`src/rtl/div_chain_pkg.sv`:
```
// Shared types and helpers for the cochlea clock-tree sequencer.
// Holds the FSM state encoding, the default core count and the frame length helper.
package div_chain_pkg;

    localparam int DEF_N_CORES = 8;

    typedef enum logic [1:0] {
        IDLE  = 2'd0,
        RUN   = 2'd1,
        DRAIN = 2'd2
    } state_t;

    // Length of a frame whose counter is (n-1) bits wide.
    function automatic int frame_len(input int n);
        return 1 << (n - 1);
    endfunction

endpackage

```
`src/rtl/div_chain_ctrl_clk_gate.sv`:
```
// Glitch-free clock gate: low-transparent enable latch followed by an AND.
// The latch is cleared while rstb is low so the gated clock stays low in reset.
module clk_gate_cell (
    input  logic clk,
    input  logic rstb,
    input  logic en_i,
    output logic gclk_o
);

    logic en_l;

    // Enable latch: follows en_i only while clk is low, held while clk is high.
    always_latch begin
        if (!rstb) begin
            en_l = 1'b0;
        end else if (!clk) begin
            en_l = en_i;
        end
    end

    assign gclk_o = clk & en_l;

endmodule

```
`src/rtl/div_chain_ctrl.sv`:
```
// Shared phase counter that issues power-of-two clock-enable strobes to the core array.
// Optional feature macro CCLK_GATE_EN adds per-core gated clocks on port core_cclk.
module div_chain_ctrl
    import div_chain_pkg::*;
#(
    parameter int N_CORES = DEF_N_CORES,
    parameter int CNT_W   = (N_CORES > 1) ? N_CORES - 1 : 1
) (
    input  logic               clk,
    input  logic               rstb,
    input  logic               start,
    input  logic               stop,
    input  logic [N_CORES-1:0] mask_in,
    input  logic               mask_load,
    output logic [N_CORES-1:0] core_en,
    output logic               frame_tick,
    output logic               running,
`ifdef CCLK_GATE_EN
    output logic [N_CORES-1:0] core_cclk,
`endif
    output logic [N_CORES-1:0] mask_act
);

    localparam int              F        = frame_len(CNT_W + 1);
    localparam logic [CNT_W-1:0] CNT_LAST = CNT_W'(F - 1);
    localparam logic [CNT_W-1:0] CNT_ONE  = CNT_W'(1);

    state_t             state_q;
    logic [CNT_W-1:0]   cnt_q;
    logic [N_CORES-1:0] shadow_q;
    logic [N_CORES-1:0] act_q;
    logic [N_CORES-1:0] core_en_d;
    logic               run_w;
    logic               last_w;

    assign run_w  = (state_q != IDLE);
    assign last_w = (cnt_q == CNT_LAST);

    // Sequencer FSM and phase counter; a stop only ends the run at a frame boundary.
    always_ff @(posedge clk or negedge rstb) begin
        if (!rstb) begin
            state_q <= IDLE;
            cnt_q   <= '0;
        end else begin
            unique case (state_q)
                IDLE: begin
                    cnt_q <= '0;
                    if (start && !stop) begin
                        state_q <= RUN;
                    end
                end
                RUN: begin
                    if (stop && last_w) begin
                        state_q <= IDLE;
                        cnt_q   <= '0;
                    end else begin
                        if (stop) begin
                            state_q <= DRAIN;
                        end
                        cnt_q <= cnt_q + CNT_ONE;
                    end
                end
                DRAIN: begin
                    cnt_q <= cnt_q + CNT_ONE;
                    if (last_w) begin
                        state_q <= IDLE;
                    end
                end
                default: begin
                    state_q <= IDLE;
                    cnt_q   <= '0;
                end
            endcase
        end
    end

    // Shadow/active masks; while running the active mask only changes on the frame wrap.
    always_ff @(posedge clk or negedge rstb) begin
        if (!rstb) begin
            shadow_q <= '0;
            act_q    <= '0;
        end else begin
            if (mask_load) begin
                shadow_q <= mask_in;
            end
            if (!run_w) begin
                if (mask_load) begin
                    act_q <= mask_in;
                end
            end else if (last_w) begin
                act_q <= mask_load ? mask_in : shadow_q;
            end
        end
    end

    // Strobe decode: core i fires when the low i counter bits are all zero.
    always_comb begin
        logic [CNT_W-1:0] lowm;
        lowm      = '0;
        core_en_d = '0;
        for (int i = 0; i < N_CORES; i++) begin
            lowm         = CNT_W'((1 << i) - 1);
            core_en_d[i] = run_w & act_q[i] & ((cnt_q & lowm) == '0);
        end
    end

    assign core_en    = core_en_d;
    assign frame_tick = run_w & last_w;
    assign running    = run_w;
    assign mask_act   = act_q;

`ifdef CCLK_GATE_EN
    for (genvar g = 0; g < N_CORES; g++) begin : g_gate
        clk_gate_cell u_gate (
            .clk    (clk),
            .rstb   (rstb),
            .en_i   (core_en_d[g]),
            .gclk_o (core_cclk[g])
        );
    end
`endif

endmodule

```
`config.mk`:
```
export PLATFORM = sky130hd
export DESIGN_NAME = div_chain_ctrl
export DESIGN_NICKNAME = d
export VERILOG_FILES = /design/src/rtl/div_chain_pkg.sv /design/src/rtl/div_chain_ctrl_clk_gate.sv /design/src/rtl/div_chain_ctrl.sv
export SDC_FILE = /design/constraint.sdc
export NUM_CORES = 1
export LEC_CHECK = 0
export ABC_AREA = 0
export CAP_MARGIN = 20
export CORE_MARGIN = 2
export CORE_UTILIZATION = 25
export DETAILED_ROUTE_END_ITERATION = 12
export GPL_TIMING_DRIVEN = 0
export SYNTH_ARGS = -nofsm -noshare
export SYNTH_HDL_FRONTEND = slang
export SYNTH_SLANG_ARGS = --single-unit
```
`constraint.sdc`:
```
create_clock -name clk -period 1.97 [get_ports clk]
set_input_delay 0.394 -clock clk [delete_from_list [all_inputs] [get_ports clk]]
set_output_delay 0.394 -clock clk [all_outputs]
set_load 0.01 [all_outputs]
```
==> impl_metrics.csv, run 1 <==
group,metric,value,unit
detailed_routing,via_count,1103,
place,dpl.cell_count,220,
power_and_ir_drop,power_switching,836,µW
logic_synthesis,syn_inst,120,
global_route,grt_overflow_total,0,
logic_synthesis,yosys_register_bits,25,
critical_path,crit_type,"flop to output port",
logic_synthesis,synth_xor_xnor_area_share,2.67,%
clock_tree,worstSkewPairLatency,0.27,ns
final_layout,final_cells,231,
logic_synthesis,synthTopCellsByCount,"dfrtp_1, nor2_1, a221o_1",
power_and_ir_drop,sw_frac_of_total,37.0,%
logic_synthesis,yosysWarnings,0,
logic_synthesis,synth_top_family_by_area,"compound AO/OA/AOI/OAI gates",
sta,finalCritPeriodShare,97.4,%
final_layout,seq_area,626,µm²
sta,fmax,521,MHz
power_and_ir_drop,p_comb_share,52.9,%
clock_tree,cts.clk_slew.worst_paths,0.09,ns
critical_path,cp_max_fo,5,
logic_synthesis,synth_top_area_share,47.6,%
final_layout,diodes,0,
logic_synthesis,synth_flop_cell,"dfrtp_1",
final_layout,nFillCells,547,
min_path,hp-class,"input pin to async pin",
floorplanning,core-area,5070,µm²
power_and_ir_drop,clkPwrFrac,13.5,%
job,cap_viol_max_count,0,
logic_synthesis,yosys.area.top_type,"dfrtp_1",
sta,whs,0.464,ns
global_route,grt_first_pass_wirelength,5.29,mm
critical_path,critPathRequiredTime,1.58,ns
final_layout,syn_to_final_growth,39.6,%
critical_path,worstPathArrival,1.53,ns
clock_tree,clock_path_buffers,2,
final_layout,design_area,1830,µm²
logic_synthesis,synth_fa_ha_area_share,5.71,%
sta,setup_viol,0,
logic_synthesis,synthDistinctLibCells,32,
critical_path,worstSetupEndpointType,"output port",
logic_synthesis,yosysMostFrequentCell,"dfrtp_1",
global_route,antenna_found_initial,0,
clock_tree,cts_tree,"yes",
place,dp_hpwl,2.32,mm
power_and_ir_drop,power_density,1230,nW/µm²
global_route,grt_max_degree,18,
power_and_ir_drop,seqPwrFrac,33.6,%
clock_tree,cts_made_buffers,3,
logic_synthesis,synth_compound_gate_area_share,15.8,%
power_and_ir_drop,peakVddDrop,0.000470,V
global_route,grt_pass1_vias,1107,
final_layout,multi_input_area,671,µm²
logic_synthesis,postSynth.asyncResetShare,100,%
place,pre_cts_slack,-0.473,ns
logic_synthesis,synth-simple-area-share,15.1,%
detailed_routing,drcViolationCount,0,
logic_synthesis,syn_avg_cell_area,10.9,µm²
power_and_ir_drop,leakage,0.808,nW
final_layout,drive_gt1_share,28.0,%
detailed_routing,drt_iter0_markers,40,
sta,worst_pin_slew,0.518,ns
place,port_buffers,29,
sta,grt_setup_unrepaired,"yes",
floorplanning,initial_core_util,25.9,%
logic_synthesis,ys_seq_area_share,47.6,%
status,status,"complete, no violations",
clock_tree,cts_root_buffer,"clkbuf_8",
logic_synthesis,synth_edf_count,0,
logic_synthesis,synth.net_count,139,
detailed_routing,routed_via_density,4.77,
floorplanning,die_h,76.5,µm
logic_synthesis,syn-cell-area,1310,µm²
power_and_ir_drop,p_int,1.42,mW
critical_path,cp-start-kind,"flop",
final_layout,layout.nets,181,
power_and_ir_drop,power,2.26,mW
floorplanning,io-pin-count,31,
sta,hold_violations,0,
detailed_routing,routedWlPerCell,13.8,µm
final_layout,post-route-util,36.1,%
clock_tree,cts_num_sinks,25,
sta,slew_headroom,65.4,%
global_route,grtUsageTotal,11.1,%
logic_synthesis,synth.area.mux_share,8.00,%
place,gp_congestion,0.730,
sta,setup_tns,0,ns
sta,setup_ws,0.0505,ns
floorplanning,die_area,5850,µm²
clock_tree,cts_hold_buf,0,
logic_synthesis,synth_area_leaders,"dfrtp_1, a221o_1, mux2_2",
detailed_routing,wl,3.18,mm
detailed_routing,drtAntennaViolNets,0,
place,placed_area,1720,µm²
detailed_routing,dr.pass1.iters,4,
sta,period_minus_slack,1.92,ns
floorplanning,rows,26,
sta,drv_slew,0,
clock_tree,htree_levels,1,
sta,skew,0.00643,ns
floorplanning,die_w,76.5,µm
## timing repair
action                                 in CTS  in global routing
endpoints found under the hold margin       0                  0
setup endpoints to repair                  10                  8
resized for setup                          31                 11
buffers inserted                            6                  1
cloned                                      0                  0
pin swaps                                   2                  2
## state kept, by name (all words and copies together) (netlist names)
signal,count
shadow_q,8
mask_act,8
state_q,2
cnt_q,7
## power groups by stage
stage | combinational [mW] | sequential (mW) | clock (mW)
final | 1.19 | 0.759 | 0.304
after global routing | 1.30 | 0.776 | 0.340
after CTS | 1.19 | 0.757 | 0.311
after detailed placement | 1.10 | 0.775 | 0
after global placement | 1.08 | 0.773 | 0
after floorplan | 0.578 | 0.771 | 0
## worst paths after layout
path,from,end,slack [ns],cells after the start
hold reg to reg,shadow_q[5],shadow_q[5],0.51,1
setup / recovery,state_q[1],core_en[7],0.05,6
setup reg to reg,cnt_q[0],mask_act[4],0.11,7
max in group asynchronous,rstb,shadow_q[3],1.04,2
min in group clk,shadow_q[5],shadow_q[5],0.51,1
hold / removal,rstb,state_q[0],0.46,1
## per-layer routing
metal / global-route usage (%) / wire [µm] / up-vias
met5: 0 / 0 / -
met4: 4.00 / 36 / 0
met1: 15.1 / 1520 / 552
li1: - / - / 519
met2: 18.0 / 1510 / 28
met3: 1.66 / 119 / 4
## area by class of cell
cell class / instances / area share [%]
Inverter: 8 / 1.64
Buffer: 7 / 2.18
Multi-Input combinational cell: 80 / 36.6
Timing Repair Buffer: 37 / 18.3
Tap cell: 70 / 4.77
Clock buffer: 4 / 2.46
Sequential cell: 25 / 34.1
## critical path, cell delays in order, from the launching register on
cell and delay (ns):
dfrtp_1 0.39, inv_2 0.07, ha_4 0.18, nor2b_4 0.11
nand3b_1 0.12, nor3b_2 0.22, buf_2 0.16
## cells by family (layout without fill, tap and decap cells)
group	count (synthesis)	after routing
and+or+nand+nor	38	38
DFF	25	25
AOI/OAI and AO/OA	23	23
buffers and inverters	15	56
muxes	9	9
adders and majority gates	6	6
xor gates and xnor gates	4	4
## cells in the final DEF, fill, tap and decap left out, types with 2 or more instances in the layout
cell	Yosys	layout
clkbuf_2	0	5
ha_4	0	2
ha_1	6	3
nand3_1	3	3
clkbuf_1	4	4
dfrtp_1	25	25
inv_2	0	4
nor2b_1	3	2
clkdlybuf4s50_1	0	19
and3_1	4	4
inv_1	8	4
a221o_1	9	9
a21oi_1	2	2
mux2_2	8	8
a32oi_1	7	7
clkbuf_8	0	3
buf_4	0	7
buf_2	2	4
nor2_1	17	17
dlygate4sd2_1	0	2
xor2_1	3	3
Note: power is estimated with default switching activity, not from simulation.
==> run 2, diff against run 1 <==
--- a/config.mk
+++ b/config.mk
@@ -11,6 +11,7 @@
 export CORE_UTILIZATION = 25
 export DETAILED_ROUTE_END_ITERATION = 12
 export GPL_TIMING_DRIVEN = 0
+export REMOVE_ABC_BUFFERS = 1
 export SYNTH_ARGS = -nofsm -noshare
 export SYNTH_HDL_FRONTEND = slang
 export SYNTH_SLANG_ARGS = --single-unit
==> run 2 against run 1 <==
Sequential share of layout area down 0.55 points; largest power group unchanged; setup slack about the same; via count down 4.2%; final area up 1.6%; non-clock buffer count down 2; fmax about the same; die area unchanged; first-iteration DRC count down 55%; global-route usage down 0.33 points.
==> impl_metrics.csv, run 2 (synthesized netlist as in run 1, its figures left out) <==
group,metric,value,unit
global_route,grt_max_degree,18,
detailed_routing,routedWlPerCell,13.9,µm
place,dp_hpwl,2.12,mm
detailed_routing,dr.pass1.iters,4,
place,dpl.cell_count,214,
floorplanning,die_w,76.5,µm
global_route,antenna_found_initial,0,
global_route,grt_overflow_total,0,
status,status,"complete, no violations",
place,placed_area,1690,µm²
floorplanning,die_area,5850,µm²
global_route,grtUsageTotal,10.8,%
sta,hold_violations,0,
sta,fmax,521,MHz
critical_path,crit_type,"flop to output port",
place,port_buffers,30,
sta,slew_headroom,54.8,%
detailed_routing,drt_iter0_markers,18,
floorplanning,rows,26,
critical_path,cp-start-kind,"flop",
power_and_ir_drop,power,2.27,mW
floorplanning,core-area,5070,µm²
clock_tree,cts.clk_slew.worst_paths,0.09,ns
clock_tree,htree_levels,1,
power_and_ir_drop,power_density,1220,nW/µm²
final_layout,nFillCells,543,
critical_path,reg2regPathDepth,7,
clock_tree,cts_made_buffers,3,
global_route,grt_first_pass_wirelength,5.16,mm
critical_path,r2r_slack,0.12,ns
detailed_routing,drtAntennaViolNets,0,
global_route,grt_pass1_vias,1084,
final_layout,design_area,1860,µm²
sta,setup_viol,0,
power_and_ir_drop,peakVddDrop,0.000515,V
clock_tree,cts_num_sinks,25,
sta,worst_pin_slew,0.676,ns
critical_path,cp_max_fo,5,
min_path,hp-class,"input pin to async pin",
final_layout,final_common_cell,"dfrtp_1",
sta,finalCritPeriodShare,97.4,%
critical_path,worstPathArrival,1.53,ns
clock_tree,clock_path_buffers,2,
power_and_ir_drop,leakage,0.817,nW
critical_path,r2r_end,"mask_act[0]",
critical_path,worstSetupEndpointType,"output port",
clock_tree,cts_tree,"yes",
sta,drv_slew,0,
floorplanning,die_h,76.5,µm
final_layout,final_cells,229,
final_layout,layout_common_cells,"dfrtp_1, clkdlybuf4s50_1, nor2_1",
sta,skew,0.00761,ns
detailed_routing,drcViolationCount,0,
final_layout,syn_to_final_growth,41.9,%
critical_path,timing.rr.start,"state_q[1]",
final_layout,layout.nets,179,
sta,grt_setup_unrepaired,"yes",
detailed_routing,wl,3.19,mm
clock_tree,worstSkewPairLatency,0.27,ns
floorplanning,initial_core_util,25.9,%
final_layout,drive_gt1_share,27.7,%
final_layout,diodes,0,
critical_path,critPathRequiredTime,1.58,ns
clock_tree,cts_root_buffer,"clkbuf_8",
sta,period_minus_slack,1.92,ns
detailed_routing,via_count,1057,
final_layout,post-route-util,36.7,%
sta,setup_tns,0,ns
job,cap_viol_max_count,0,
floorplanning,io-pin-count,31,
detailed_routing,routed_via_density,4.62,
place,gp_congestion,0.732,
==> run 2: cell count changes in the layout (fill, tap and decap cells not counted), moves of 4 or more <==
| cell | previous run | this run |
|---|---|---|
| clkbuf_2 | 5 | 0 |
| dlygate4sd2_1 | 2 | 7 |
| buf_4 | 7 | 11 |
| clkbuf_1 | 4 | 0 |
==> run 2: final cells by class <==
cell class                 instances  area (µm²)  share of cell area (%)
clock buffer                       3        41.3                    2.21
clock inverter                     1        5.00                   0.268
inverter                           8        30.0                    1.61
multi-input combinational         80         688                    36.9
sequential                        25         626                    33.6
tap                               70        87.6                    4.70
timing repair buffer              42         387                    20.7
==> run 2: critical path, stage by stage, from the launching register on <==
cell and delay, ns:
dfrtp_1 0.41, inv_2 0.08, ha_4 0.11, nor2b_4 0.17, nand3b_1 0.12, nor3b_2 0.20, buf_2 0.16
==> run 2: routing by layer <==
layer  track usage, %  wire (µm)  part of all wire, %  up-vias
li1                 -          -                    -      518
met1             14.4       1530                   48      516
met2             18.0       1520                   48       23
met3             2.25        146                  4.6        0
met4             2.18          0                    0        0
met5                0          0                    0        -
==> run 2: where the power goes <==
part           leakage (nW)  switching, mW  total (mW)  internal, mW
Clock                0.0255          0.167       0.309         0.142
Sequential            0.316          0.109       0.746         0.637
Combinational         0.476          0.562        1.21         0.652
==> run 2: what timing repair did <==
action | in CTS | in global routing
buffers inserted | 7 | 4
hold buffers | 0 | 0
pin swaps | 2 | 3
endpoints found under the setup margin | 19 | 15
gates resized for setup | 30 | 8
==> run 2: metrics by stage <==
stage                     hold WS [ns]  setup slack (ns)
after global routing             0.536           -0.0554
after global placement           0.490            -0.656
after floorplan                 0.0984             0.142
final                            0.494            0.0509
after detailed placement         0.496            -0.599
after CTS                        0.512          -0.00670
==> run 2: how the worst max path moves through the flow <==
stage / slack (ns) / to / depth (start not counted) / startpoint
final: 0.05 / core_en[7] / 6 / cnt_q[0]
after detailed placement: -0.60 / core_en[7] / 6 / state_q[0]
after CTS: -0.007 / core_en[6] / 6 / cnt_q[0]
after global routing: -0.06 / core_en[7] / 6 / cnt_q[0]
after global placement: -0.66 / core_en[7] / 6 / state_q[0]
after floorplan: 0.14 / core_en[7] / 5 / state_q[0]
==> run 3, diff against run 2 <==
--- a/config.mk
+++ b/config.mk
@@ -11,7 +11,8 @@
 export CORE_UTILIZATION = 25
 export DETAILED_ROUTE_END_ITERATION = 12
 export GPL_TIMING_DRIVEN = 0
-export REMOVE_ABC_BUFFERS = 1
+export HOLD_SLACK_MARGIN = 0.05
 export SYNTH_ARGS = -nofsm -noshare
 export SYNTH_HDL_FRONTEND = slang
+export SYNTH_HIERARCHICAL = 1
 export SYNTH_SLANG_ARGS = --single-unit
==> results of run 3 <==
Same layout as run 1: the final DEF is identical, and so are final timing and power.
Among the figures that moved: Yosys warning count 0 -> 6
